$ cat src/rtl/keypad_scan_encoder.sv
// ============================================================================
// Module   : keypad_scan_encoder
// Purpose  : Scans a 12-key keypad multiplexer and produces debounced, encoded
//            key events over a valid/ready handshake. Optional auto-repeat is
//            enabled with the KEYPAD_REPEAT_EN macro.
// Revision : 1.0 - initial release
// ============================================================================
`default_nettype none

module keypad_scan_encoder #(
    parameter int SCAN_DIV        = 8,
    parameter int DEBOUNCE_ROUNDS = 3,
    parameter int REPEAT_ROUNDS   = 20
) (
    input  logic       clk,
    input  logic       rst,
    output logic [3:0] B_out,
    input  logic       D_in,
    output logic [3:0] key_code,
    output logic       key_valid,
    input  logic       key_ready,
    output logic       key_held,
    output logic       overflow
);

    localparam logic [1:0] c_IDLE     = 2'd0;
    localparam logic [1:0] c_DEBOUNCE = 2'd1;
    localparam logic [1:0] c_HELD     = 2'd2;
    localparam logic [3:0] c_NONE     = 4'hF;
    localparam logic [3:0] c_LAST_IDX = 4'd11;

    if (SCAN_DIV < 4 || SCAN_DIV > 255) begin : g_bad_scan_div
        $error("SCAN_DIV out of range 4..255");
    end
    if (DEBOUNCE_ROUNDS < 1 || DEBOUNCE_ROUNDS > 15) begin : g_bad_debounce
        $error("DEBOUNCE_ROUNDS out of range 1..15");
    end
    if (REPEAT_ROUNDS < 1) begin : g_bad_repeat
        $error("REPEAT_ROUNDS must be at least 1");
    end

    logic       r_d_meta;
    logic       r_d_sync;
    logic [7:0] r_dwell;
    logic [3:0] r_idx;
    logic [3:0] r_acc_key;
    logic       r_acc_cand;
    logic       r_round_done;
    logic [3:0] r_round_key;
    logic       r_round_cand;
    logic [1:0] r_state;
    logic [3:0] r_cand;
    logic [3:0] r_cnt;
    logic [3:0] r_absent;
    logic [3:0] r_key_code;
    logic       r_key_valid;
    logic       r_overflow;

    logic       w_sample;
    logic [3:0] w_acc_key_nxt;
    logic       w_acc_cand_nxt;
    logic       w_emit;

`ifdef KEYPAD_REPEAT_EN
    logic [15:0] r_rep;
`endif

    assign B_out     = r_idx;
    assign key_code  = r_key_code;
    assign key_valid = r_key_valid;
    assign key_held  = (r_state == c_HELD);
    assign overflow  = r_overflow;

    assign w_sample       = (r_dwell == 8'(SCAN_DIV - 1));
    // First pressed index seen in the round wins, giving lowest-index priority.
    assign w_acc_key_nxt  = (r_acc_key == c_NONE && r_d_sync) ? r_idx : r_acc_key;
    assign w_acc_cand_nxt = r_acc_cand | (r_d_sync && (r_idx == r_cand));

    always_ff @(posedge clk) begin
        if (rst) begin
            r_d_meta     <= 1'b0;
            r_d_sync     <= 1'b0;
            r_dwell      <= 8'd0;
            r_idx        <= 4'd0;
            r_acc_key    <= c_NONE;
            r_acc_cand   <= 1'b0;
            r_round_done <= 1'b0;
            r_round_key  <= c_NONE;
            r_round_cand <= 1'b0;
        end else begin
            r_d_meta     <= D_in;
            r_d_sync     <= r_d_meta;
            r_round_done <= 1'b0;
            if (w_sample) begin
                r_dwell <= 8'd0;
                if (r_idx == c_LAST_IDX) begin
                    r_idx        <= 4'd0;
                    r_round_done <= 1'b1;
                    r_round_key  <= w_acc_key_nxt;
                    r_round_cand <= w_acc_cand_nxt;
                    r_acc_key    <= c_NONE;
                    r_acc_cand   <= 1'b0;
                end else begin
                    r_idx      <= r_idx + 4'd1;
                    r_acc_key  <= w_acc_key_nxt;
                    r_acc_cand <= w_acc_cand_nxt;
                end
            end else begin
                r_dwell <= r_dwell + 8'd1;
            end
        end
    end

    always_comb begin
        w_emit = 1'b0;
        if (r_round_done) begin
            case (r_state)
                c_IDLE: begin
                    if (r_round_key != c_NONE && DEBOUNCE_ROUNDS == 1)
                        w_emit = 1'b1;
                end
                c_DEBOUNCE: begin
                    if (r_round_key == r_cand && (r_cnt + 4'd1) == 4'(DEBOUNCE_ROUNDS))
                        w_emit = 1'b1;
                end
                c_HELD: begin
`ifdef KEYPAD_REPEAT_EN
                    if (r_round_cand && (r_rep + 16'd1) == 16'(REPEAT_ROUNDS))
                        w_emit = 1'b1;
`endif
                end
                default: w_emit = 1'b0;
            endcase
        end
    end

    always_ff @(posedge clk) begin
        if (rst) begin
            r_state  <= c_IDLE;
            r_cand   <= 4'd0;
            r_cnt    <= 4'd0;
            r_absent <= 4'd0;
`ifdef KEYPAD_REPEAT_EN
            r_rep    <= 16'd0;
`endif
        end else if (r_round_done) begin
            case (r_state)
                c_IDLE: begin
                    if (r_round_key != c_NONE) begin
                        r_cand <= r_round_key;
                        if (DEBOUNCE_ROUNDS == 1) begin
                            r_state  <= c_HELD;
                            r_absent <= 4'd0;
`ifdef KEYPAD_REPEAT_EN
                            r_rep    <= 16'd0;
`endif
                        end else begin
                            r_state <= c_DEBOUNCE;
                            r_cnt   <= 4'd1;
                        end
                    end
                end
                c_DEBOUNCE: begin
                    if (r_round_key == r_cand) begin
                        if ((r_cnt + 4'd1) == 4'(DEBOUNCE_ROUNDS)) begin
                            r_state  <= c_HELD;
                            r_cnt    <= 4'd0;
                            r_absent <= 4'd0;
`ifdef KEYPAD_REPEAT_EN
                            r_rep    <= 16'd0;
`endif
                        end else begin
                            r_cnt <= r_cnt + 4'd1;
                        end
                    end else if (r_round_key != c_NONE) begin
                        r_cand <= r_round_key;
                        r_cnt  <= 4'd1;
                    end else begin
                        r_state <= c_IDLE;
                        r_cnt   <= 4'd0;
                    end
                end
                c_HELD: begin
                    // Presence is tracked per key, so a lower key cannot mask the held one.
                    if (r_round_cand) begin
                        r_absent <= 4'd0;
`ifdef KEYPAD_REPEAT_EN
                        if ((r_rep + 16'd1) == 16'(REPEAT_ROUNDS))
                            r_rep <= 16'd0;
                        else
                            r_rep <= r_rep + 16'd1;
`endif
                    end else begin
`ifdef KEYPAD_REPEAT_EN
                        r_rep <= 16'd0;
`endif
                        if ((r_absent + 4'd1) == 4'(DEBOUNCE_ROUNDS)) begin
                            r_state  <= c_IDLE;
                            r_absent <= 4'd0;
                        end else begin
                            r_absent <= r_absent + 4'd1;
                        end
                    end
                end
                default: r_state <= c_IDLE;
            endcase
        end
    end

    // An accept on the same edge as a new emit frees the slot, so no drop occurs.
    always_ff @(posedge clk) begin
        if (rst) begin
            r_key_code  <= 4'd0;
            r_key_valid <= 1'b0;
            r_overflow  <= 1'b0;
        end else if (w_emit) begin
            if (!r_key_valid || key_ready) begin
                r_key_code  <= (r_state == c_IDLE) ? r_round_key : r_cand;
                r_key_valid <= 1'b1;
            end else begin
                r_overflow <= 1'b1;
            end
        end else if (key_ready) begin
            r_key_valid <= 1'b0;
        end
    end

endmodule

`default_nettype wire
$ cat config.mk
export PLATFORM = sky130hd
export DESIGN_NAME = keypad_scan_encoder
export DESIGN_NICKNAME = d
export VERILOG_FILES = /design/src/rtl/keypad_scan_encoder.sv
export SDC_FILE = /design/constraint.sdc
export NUM_CORES = 1
export LEC_CHECK = 0
export BUFFER_PORTS_ARGS = -buffer_cell sky130_fd_sc_hd__buf_2
export CORE_MARGIN = 3
export CORE_UTILIZATION = 40
export DETAILED_ROUTE_END_ITERATION = 10
export SLEW_MARGIN = 20
export SYNTH_ARGS = -nofsm -noshare
export SYNTH_HDL_FRONTEND = slang
export SYNTH_SLANG_ARGS = --single-unit
$ cat constraint.sdc
create_clock -name clk -period 3.84 [get_ports clk]
set_input_delay 0.96 -clock clk [delete_from_list [all_inputs] [get_ports clk]]
set_output_delay 0.96 -clock clk [all_outputs]
set_load 0.01 [all_outputs]
* After elaboration in Yosys (flattened, before gate mapping)
Index checks and enable logic that the tools add are counted.
** Word-level totals
- Flip-flop bits (word level) :: 45
- Latch bits :: 0
- Memory bits (writable) :: 0
- ROM bits :: 0
- Input port bits :: 4
- Output and inout port bits :: 11
- Word-level logic and storage cells :: 93
- Memories kept :: 0
** Cells by class
- Add/subtract/negate cells :: 4
- Multipliers :: 0
- Div/mod/pow operators :: 0
- Order comparisons :: 0
- Eq/ne operators :: 19
- Shift operators :: 0
- Mux-type cells :: 32
- Bitwise operators :: 3
- Reductions and logical operators :: 19
** Operator list (count)
- $mux W4 :: 13
- $pmux W4 S2 :: 3
- $add A4 B1 Y4 const B :: 3
- $mux W2 :: 6
- $ne A2 B2 Y1 const B :: 5
- $mux W1 :: 9
- $add A8 B1 Y8 const B :: 1
- $eq A4 B2 Y1 const B :: 2
- $eq A4 B4 Y1 :: 2
- $eq A4 B4 Y1 const B :: 2
- $eq A8 B3 Y1 const B :: 1
- $reduce_and A2 Y1 :: 4
- $ne A3 B3 Y1 const B :: 2
- $pmux W2 S3 :: 1
- $reduce_and A3 Y1 :: 2
- $reduce_and A6 Y1 :: 1
- $reduce_bool A2 Y1 :: 3
- $ne A2 B1 Y1 const B :: 2
- $ne A4 B4 Y1 const B :: 1
- $reduce_and A4 Y1 :: 1
- $reduce_or A2 Y1 :: 2
- $logic_and A1 B1 Y1 :: 3
- $eq A2 B1 Y1 const B :: 1
- $eq A2 B2 Y1 const B :: 1
- other kinds (5) :: 6

* Longest topological paths before layout
Gate-level depths: netlist of run 1.
- Depth after elaboration :: 8
- Mapped depth :: 7
- Mapped depth without buffers :: 7

* Worst setup path after synthesis of run 1
No wires, ideal clock.
- Path kind :: flip-flop to flip-flop
- Start :: reg r_cnt[0]
- End :: reg r_absent[2]
- Library setup time :: 70 ps
- Data arrival time :: 1757 ps
- Required time :: 3770 ps
- Setup slack :: 2013 ps
- Cell stages (with the launch flop) :: 7
- Path buffers :: 0
- Period minus slack after synthesis :: 1827 ps
- Cell sequence :: dfxtp_1 > ha_1 > nor4b_1 > a31o_2 > a21oi_4 > or4_1 > a21oi_1
** Between the ends
- Longest elaborated chain between the ends :: 4
** RTL lines
- from (decl) :: RTL line 53 : logic [3:0] r_cnt;
- from (signal assigned) :: RTL line 173 : r_cnt <= r_cnt + 4'd1;
- $add A4 B1 Y4 :: RTL line 165 : if ((r_cnt + 4'd1) == 4'(DEBOUNCE_ROUNDS)) begin
- $eq A4 B2 Y1 :: RTL line 165
- $ne A2 B2 Y1 (no line)
- $reduce_and A4 Y1 (no line)
- to (signal assigned) :: RTL line 201 : r_absent <= r_absent + 4'd1;
- to (decl) :: RTL line 54 : logic [3:0] r_absent;
Every way passes these cells.
A chain may end at the register's enable or synchronous reset.

* Final worst setup path of run 1
- Start :: reg r_cnt[0]
- End :: reg r_absent[3]
Same word-level chain as after synthesis.

==> results of run 1 <==
-- kinds of logic (layout without fill, tap and decap cells) --
kind of cell	count (synthesis)	after routing	synth area share
xor+xnor	14	14	0.05518
flops	45	45	0.4054
compound gates	56	56	0.1796
simple gates	102	102	0.2477
fa+ha+maj	9	9	0.05068
buf+inv	18	33	0.03434
mux	6	6	0.02703
-- worst paths after layout --
| check | cells past startpoint | start | to |
|---|---|---|---|
| setup / recovery | 6 | r_cnt[0] | r_absent[3] |
| hold / removal | 1 | r_d_meta | r_d_sync |
| setup reg to reg | 6 | r_cnt[0] | r_absent[3] |
| hold reg to reg | 1 | r_d_meta | r_d_sync |
-- power breakdown --
group / internal (mW) / leakage [nW] / switching [mW] / total [mW]
logic: 0.00642 / 0.625 / 0.0126 / 0.0191
registers: 0.470 / 0.364 / 0.00376 / 0.474
clock network: 0.212 / 0.0585 / 0.157 / 0.369
total: 0.689 / 1.05 / 0.173 / 0.862
-- synth_stat cells, drive strengths merged, types with 2 or more instances --
| library cell | count |
|---|---|
| a211oi | 10 |
| a21bo | 2 |
| a21oi | 13 |
| a31o | 6 |
| a31oi | 2 |
| a41oi | 2 |
| and3 | 5 |
| and4 | 3 |
| buf | 3 |
| clkbuf | 4 |
| dfxtp | 45 |
| ha | 9 |
| inv | 10 |
| mux2i | 6 |
| nand2 | 20 |
| nand2b | 5 |
| nand3 | 10 |
| nand3b | 2 |
| nand4 | 7 |
| nor2 | 25 |
| nor2b | 5 |
| nor3 | 5 |
| nor4 | 3 |
| nor4b | 2 |
| o211ai | 4 |
| o21ai | 9 |
| o31ai | 4 |
| or3 | 2 |
| or4 | 2 |
| xnor2 | 8 |
| xor2 | 6 |
-- layer usage --
| layer | vias to the layer above | global-route usage | part of all wire |
|---|---|---|---|
| met5 | - | 0 | 0 |
| met4 | 0 | 0.04561 | 0.0090 |
| met3 | 4 | 0.04036 | 0.036 |
| met2 | 29 | 0.2517 | 0.47 |
| met1 | 831 | 0.1986 | 0.49 |
| li1 | 932 | - | - |
-- sequential cells by signal, summed over array words and instances (netlist names), 2 cells and up --
signal	cells
key_code	4
r_cand	4
r_acc_key	4
r_dwell	8
r_absent	4
B_out	4
r_state	2
r_cnt	4
r_round_key	4
-- layout make-up --
cell class | count | area, µm²
clock inverters | 1 | 30.03
fillers | 546 | 2776
repair buffers | 14 | 70.07
well taps | 70 | 87.58
inverters | 11 | 41.29
flip-flops and latches | 45 | 900.9
multi-input cells | 187 | 1245
clock buffers | 7 | 86.33
-- through the flow --
stage | total power [mW] | hold WS [ns] | setup WS, ns | utilization | std cells
5_1_grt | 0.8980 | 0.4684 | 1.570 | 0.4699 | 335
2_1_floorplan | 0.4976 | 0.4138 | 2.013 | - | 250
4_1_cts | 0.8720 | 0.4430 | 1.778 | 0.4699 | 335
3_5_place_dp | 0.5043 | 0.4227 | 1.512 | 0.4477 | 327
3_3_place_gp | 0.5034 | 0.4184 | 1.548 | 0.4477 | 327
6_report | 0.8618 | 0.4409 | 1.792 | 0.4699 | 335
-- critical path: stages (launching register included) --
cell and delay [ns]:
dfxtp_1 0.36, ha_1 0.25, nor4b_1 0.38, a31o_2 0.23
a21oi_4 0.09, or4_1 0.53, a21oi_1 0.15
==> flow_summary_export.csv, run 1 <==
group,metric,value,unit
status,status,"completed",
worst_setup_path,reg2reg_setup_slack,1.79,ns
worst_setup_path,critPathCaptureType,"register",
power,p_leak,1.047,nW
global_route,grt_usage,0.1542,
final_layout,final_nets,277,
job,maxCapViolations,0,
cts,worst_skew_pair.late_latency,0.29,ns
power,ir_drop,0.0001485,V
floorplanning,start_util,0.4243,
timing,rsz0062_at_grt,"no",
logic_synthesis,syn_inst,250,
logic_synthesis,yosysSeqAreaShare,0.4054,
final_layout,antennaDiodeCount,0,
worst_hold_path,hold_path_class,"register to register",
timing,max_slew_margin,0.6259,
floorplanning,die_x,80.54,µm
timing,skew,0.01107,ns
cts,postCtsSetupBuffers,0,
logic_synthesis,ys_async_sr_fraction,0,
timing,fmax,488.2,MHz
detailed_routing,via_per_inst,5.361,
logic_synthesis,syn-cell-area,2222,µm²
detailed_routing,drtAntennaViolNets,0,
worst_setup_path,path_class,"register to register",
cts,clock_sinks,45,
cts,clock_path_buffers,2,
place,dpl_cell_area,2345,µm²
final_layout,final_area,2461,µm²
detailed_routing,vias,1796,
global_route,antenna_found_initial,0,
cts,cts_resized,0,
floorplanning,die_h,80.54,µm
logic_synthesis,synth_top_area_frac,0.4054,
logic_synthesis,synthFlopType,"dfxtp_1",
detailed_routing,wl,4.429,mm
logic_synthesis,syn_avg_cell_area,8.889,µm²
worst_setup_path,critPathLaunchType,"register",
timing,fin_setup_tns,0,ns
power,power.density,350.2,nW/µm²
logic_synthesis,syn_nets,263,
final_layout,drive_above_1_share,0.1094,
timing,setup-violations-final,0,
place,hpwl,3.259,mm
global_route,grt-ovfl-total,0,
detailed_routing,wire_per_inst,13.22,µm
detailed_routing,drc,0,
place,portBuffers,14,
detailed_routing,first_pass_iters,4,
worst_setup_path,crit_arrival,2.28,ns
cts,ctsHtreeMaxLevel,2,
cts,cts_buffers,5,
floorplanning,rows,26,
place,place_congestion,0.7662,
timing,finalHoldViolCount,0,
cts,clkTransAtPathRegs,0.09,ns
worst_setup_path,cp.required,4.07,ns
floorplanning,coreArea,5238,µm²
final_layout,areaGrowthSynthToFinish,10.75,%
worst_setup_path,critPathMaxFanout,7,
floorplanning,io_pins,15,
logic_synthesis,ys_warn_count,0,
logic_synthesis,synthTopCellsByArea,"dfxtp_1 (41%), ha_1 (5.1%), nor2_1 (4.2%)",
global_route,grt_max_degree,30,
timing,drv_slew,0,
detailed_routing,first_iter_violations,78,
global_route,grt_pass1_wl,7.866,mm
cts,hold_buffers,0,
final_layout,final_common_cell,"dfxtp_1",
logic_synthesis,ys_types,50,
logic_synthesis,post-synth-top-area-cell,"dfxtp_1",
global_route,grt_pass1_vias,1699,
timing,tightest_slew,0.5612,ns
timing,finalCriticalPeriod,2.048,ns
floorplanning,dieArea,6486,µm²
timing,min_period_over_period,0.5334,
final_layout,final_cell_mix,"dfxtp_1 (45), nor2_1 (25), nand2_1 (20)",
cts,cts_root_buf,"clkbuf_8",
logic_synthesis,synth_enable_flop_cells,0,
cts,cts_tree,"yes",
logic_synthesis,ys_ff_latch,45,
No activity file was read; power rests on OpenSTA's default activity.
==> run 2, diff against run 1 <==
- clock period: 3.84 -> 2 ns (I/O delays scaled with it)
==> run 2 against run 1 <==
Compared with the run above:
- first-iteration DRC count is 7.7% higher
- clock power is 91% higher
- hold slack lost 0.035 ns
- clock skew fell by 0.0069 ns
- highest routed layer unchanged
- sequential share of layout area is 1.7 points lower
- combinational power is 100% higher
==> flow_summary_export.csv, run 2 (same netlist as run 1, synthesis figures left out) <==
group,metric,value,unit
status,status,"completed",
final_layout,antennaDiodeCount,0,
timing,setup-violations-final,0,
floorplanning,die_x,80.54,µm
cts,cts_root_buf,"clkbuf_8",
final_layout,regArea,903.4,µm²
floorplanning,io_pins,15,
global_route,grt_pass1_wl,8.142,mm
place,hpwl,3.409,mm
global_route,use_met3,0.04709,
detailed_routing,first_iter_violations,84,
timing,skew,0.004130,ns
final_layout,areaGrowthSynthToFinish,16.55,%
floorplanning,coreArea,5238,µm²
worst_setup_path,critPathCaptureType,"register",
final_layout,final_common_cell,"dfxtp_1",
global_route,antenna_found_initial,0,
worst_setup_path,path_class,"register to register",
final_layout,final_nets,292,
timing,min_period_over_period,0.9463,
cts,ctsHtreeMaxLevel,2,
timing,fin_ws,0.1073,ns
cts,clock_sinks,45,
final_layout,drive_above_1_share,0.1786,
detailed_routing,wire_per_inst,13.28,µm
floorplanning,rows,26,
worst_setup_path,critPathMaxFanout,5,
job,maxCapViolations,0,
timing,tightest_slew,0.4782,ns
detailed_routing,first_pass_iters,4,
final_layout,multi_input_area,1264,µm²
detailed_routing,drc,0,
cts,hold_buffers,0,
global_route,grt_use_met1,0.2068,
worst_setup_path,critPathLaunchType,"register",
detailed_routing,wl,4.648,mm
cts,clock_path_buffers,2,
timing,fmax,528.4,MHz
cts,cts_tree,"yes",
place,place_ws,-0.004420,ns
global_route,gr-usage-met2,0.2575,
global_route,grt_usage,0.1615,
timing,finalHoldViolCount,0,
power,p_total,1.651,mW
final_layout,top_register,"r_dwell",
global_route,grt_max_degree,16,
global_route,top_usage_layer,"met2",
worst_hold_path,hold_path_class,"input pin to register",
timing,fin_setup_tns,0,ns
timing,drv_slew,0,
detailed_routing,drtAntennaViolNets,0,
cts,clkTransAtPathRegs,0.09,ns
worst_setup_path,cp.required,2.24,ns
final_layout,finish.utilization,0.4945,
floorplanning,dieArea,6486,µm²
worst_setup_path,crit_arrival,2.14,ns
global_route,grt-ovfl-total,0,
power,p_leak,1.118,nW
cts,worst_skew_pair.late_latency,0.31,ns
detailed_routing,via_per_inst,5.274,
power,ir_drop,0.0003861,V
detailed_routing,vias,1846,
final_layout,final_cell_mix,"dfxtp_1 (43), nor2_1 (25), nand2_1 (20)",
final_layout,largest_reg_flops,8,
cts,cts_buffers,5,
global_route,grt_pass1_vias,1776,
final_layout,n_fill_cell,520,
timing,finalCriticalPeriod,1.893,ns
floorplanning,die_h,80.54,µm
power,power.density,637.6,nW/µm²
floorplanning,start_util,0.4243,
place,portBuffers,14,
place,place_congestion,0.7696,
timing,rsz0062_at_grt,"no",
timing,hold_ws,0.4055,ns
timing,max_slew_margin,0.6785,
-- run 2: worst paths after layout --
path | start | endpoint | slack [ns] | cells past startpoint
setup / recovery | r_cnt[0] | r_state[1] | 0.11 | 7
hold / removal | D_in | r_d_meta | 0.41 | 2
setup reg to reg | r_cnt[0] | r_state[1] | 0.11 | 7
hold reg to reg | r_d_meta | r_d_sync | 0.44 | 1
-- run 2: cell type report --
| cell class | count | share of cell area |
|---|---|---|
| multi-input cells | 187 | 0.4879 |
| flip-flops and latches | 45 | 0.3488 |
| repair buffers | 29 | 0.07053 |
| well taps | 70 | 0.03382 |
| clock buffers | 6 | 0.02802 |
| inverters | 11 | 0.01594 |
| clock inverters | 2 | 0.01498 |
-- run 2: metrics by stage --
step	instance area [µm²]	std cells
CTS	2567	349
floorplan	2222	250
detailed placement	2450	341
finish	2590	350
global route	2590	350
global placement	2450	341
-- run 2: worst max-delay path, cell delays in order (launching register included) --
cell	delay (ns)
dfxtp_2	0.38
inv_2	0.06
ha_1	0.21
and3_1	0.20
a31o_2	0.28
a211o_1	0.34
a31o_1	0.22
a21oi_1	0.13
-- run 2: power breakdown --
| group | internal (mW) | total [mW] | switching (mW) | leakage [nW] |
|---|---|---|---|---|
| Combinational | 0.0139 | 0.0391 | 0.0252 | 0.698 |
| Sequential | 0.902 | 0.909 | 0.00637 | 0.365 |
| Clock | 0.375 | 0.703 | 0.328 | 0.0554 |
-- run 2: metal layers --
layer / wire length (µm) / vias to the layer above
met5: 0 / -
met4: 65 / 0
met3: 164 / 8
met2: 2094 / 21
met1: 2324 / 850
li1: - / 967
-- run 2: timing repair --
action / CTS / global route
hold endpoints to repair: 0 / 0
buffers inserted: 0 / 1
gates cloned: 0 / 0
resized for setup: 1 / 6
pin swaps: 0 / 1
setup endpoints to repair: 3 / 9
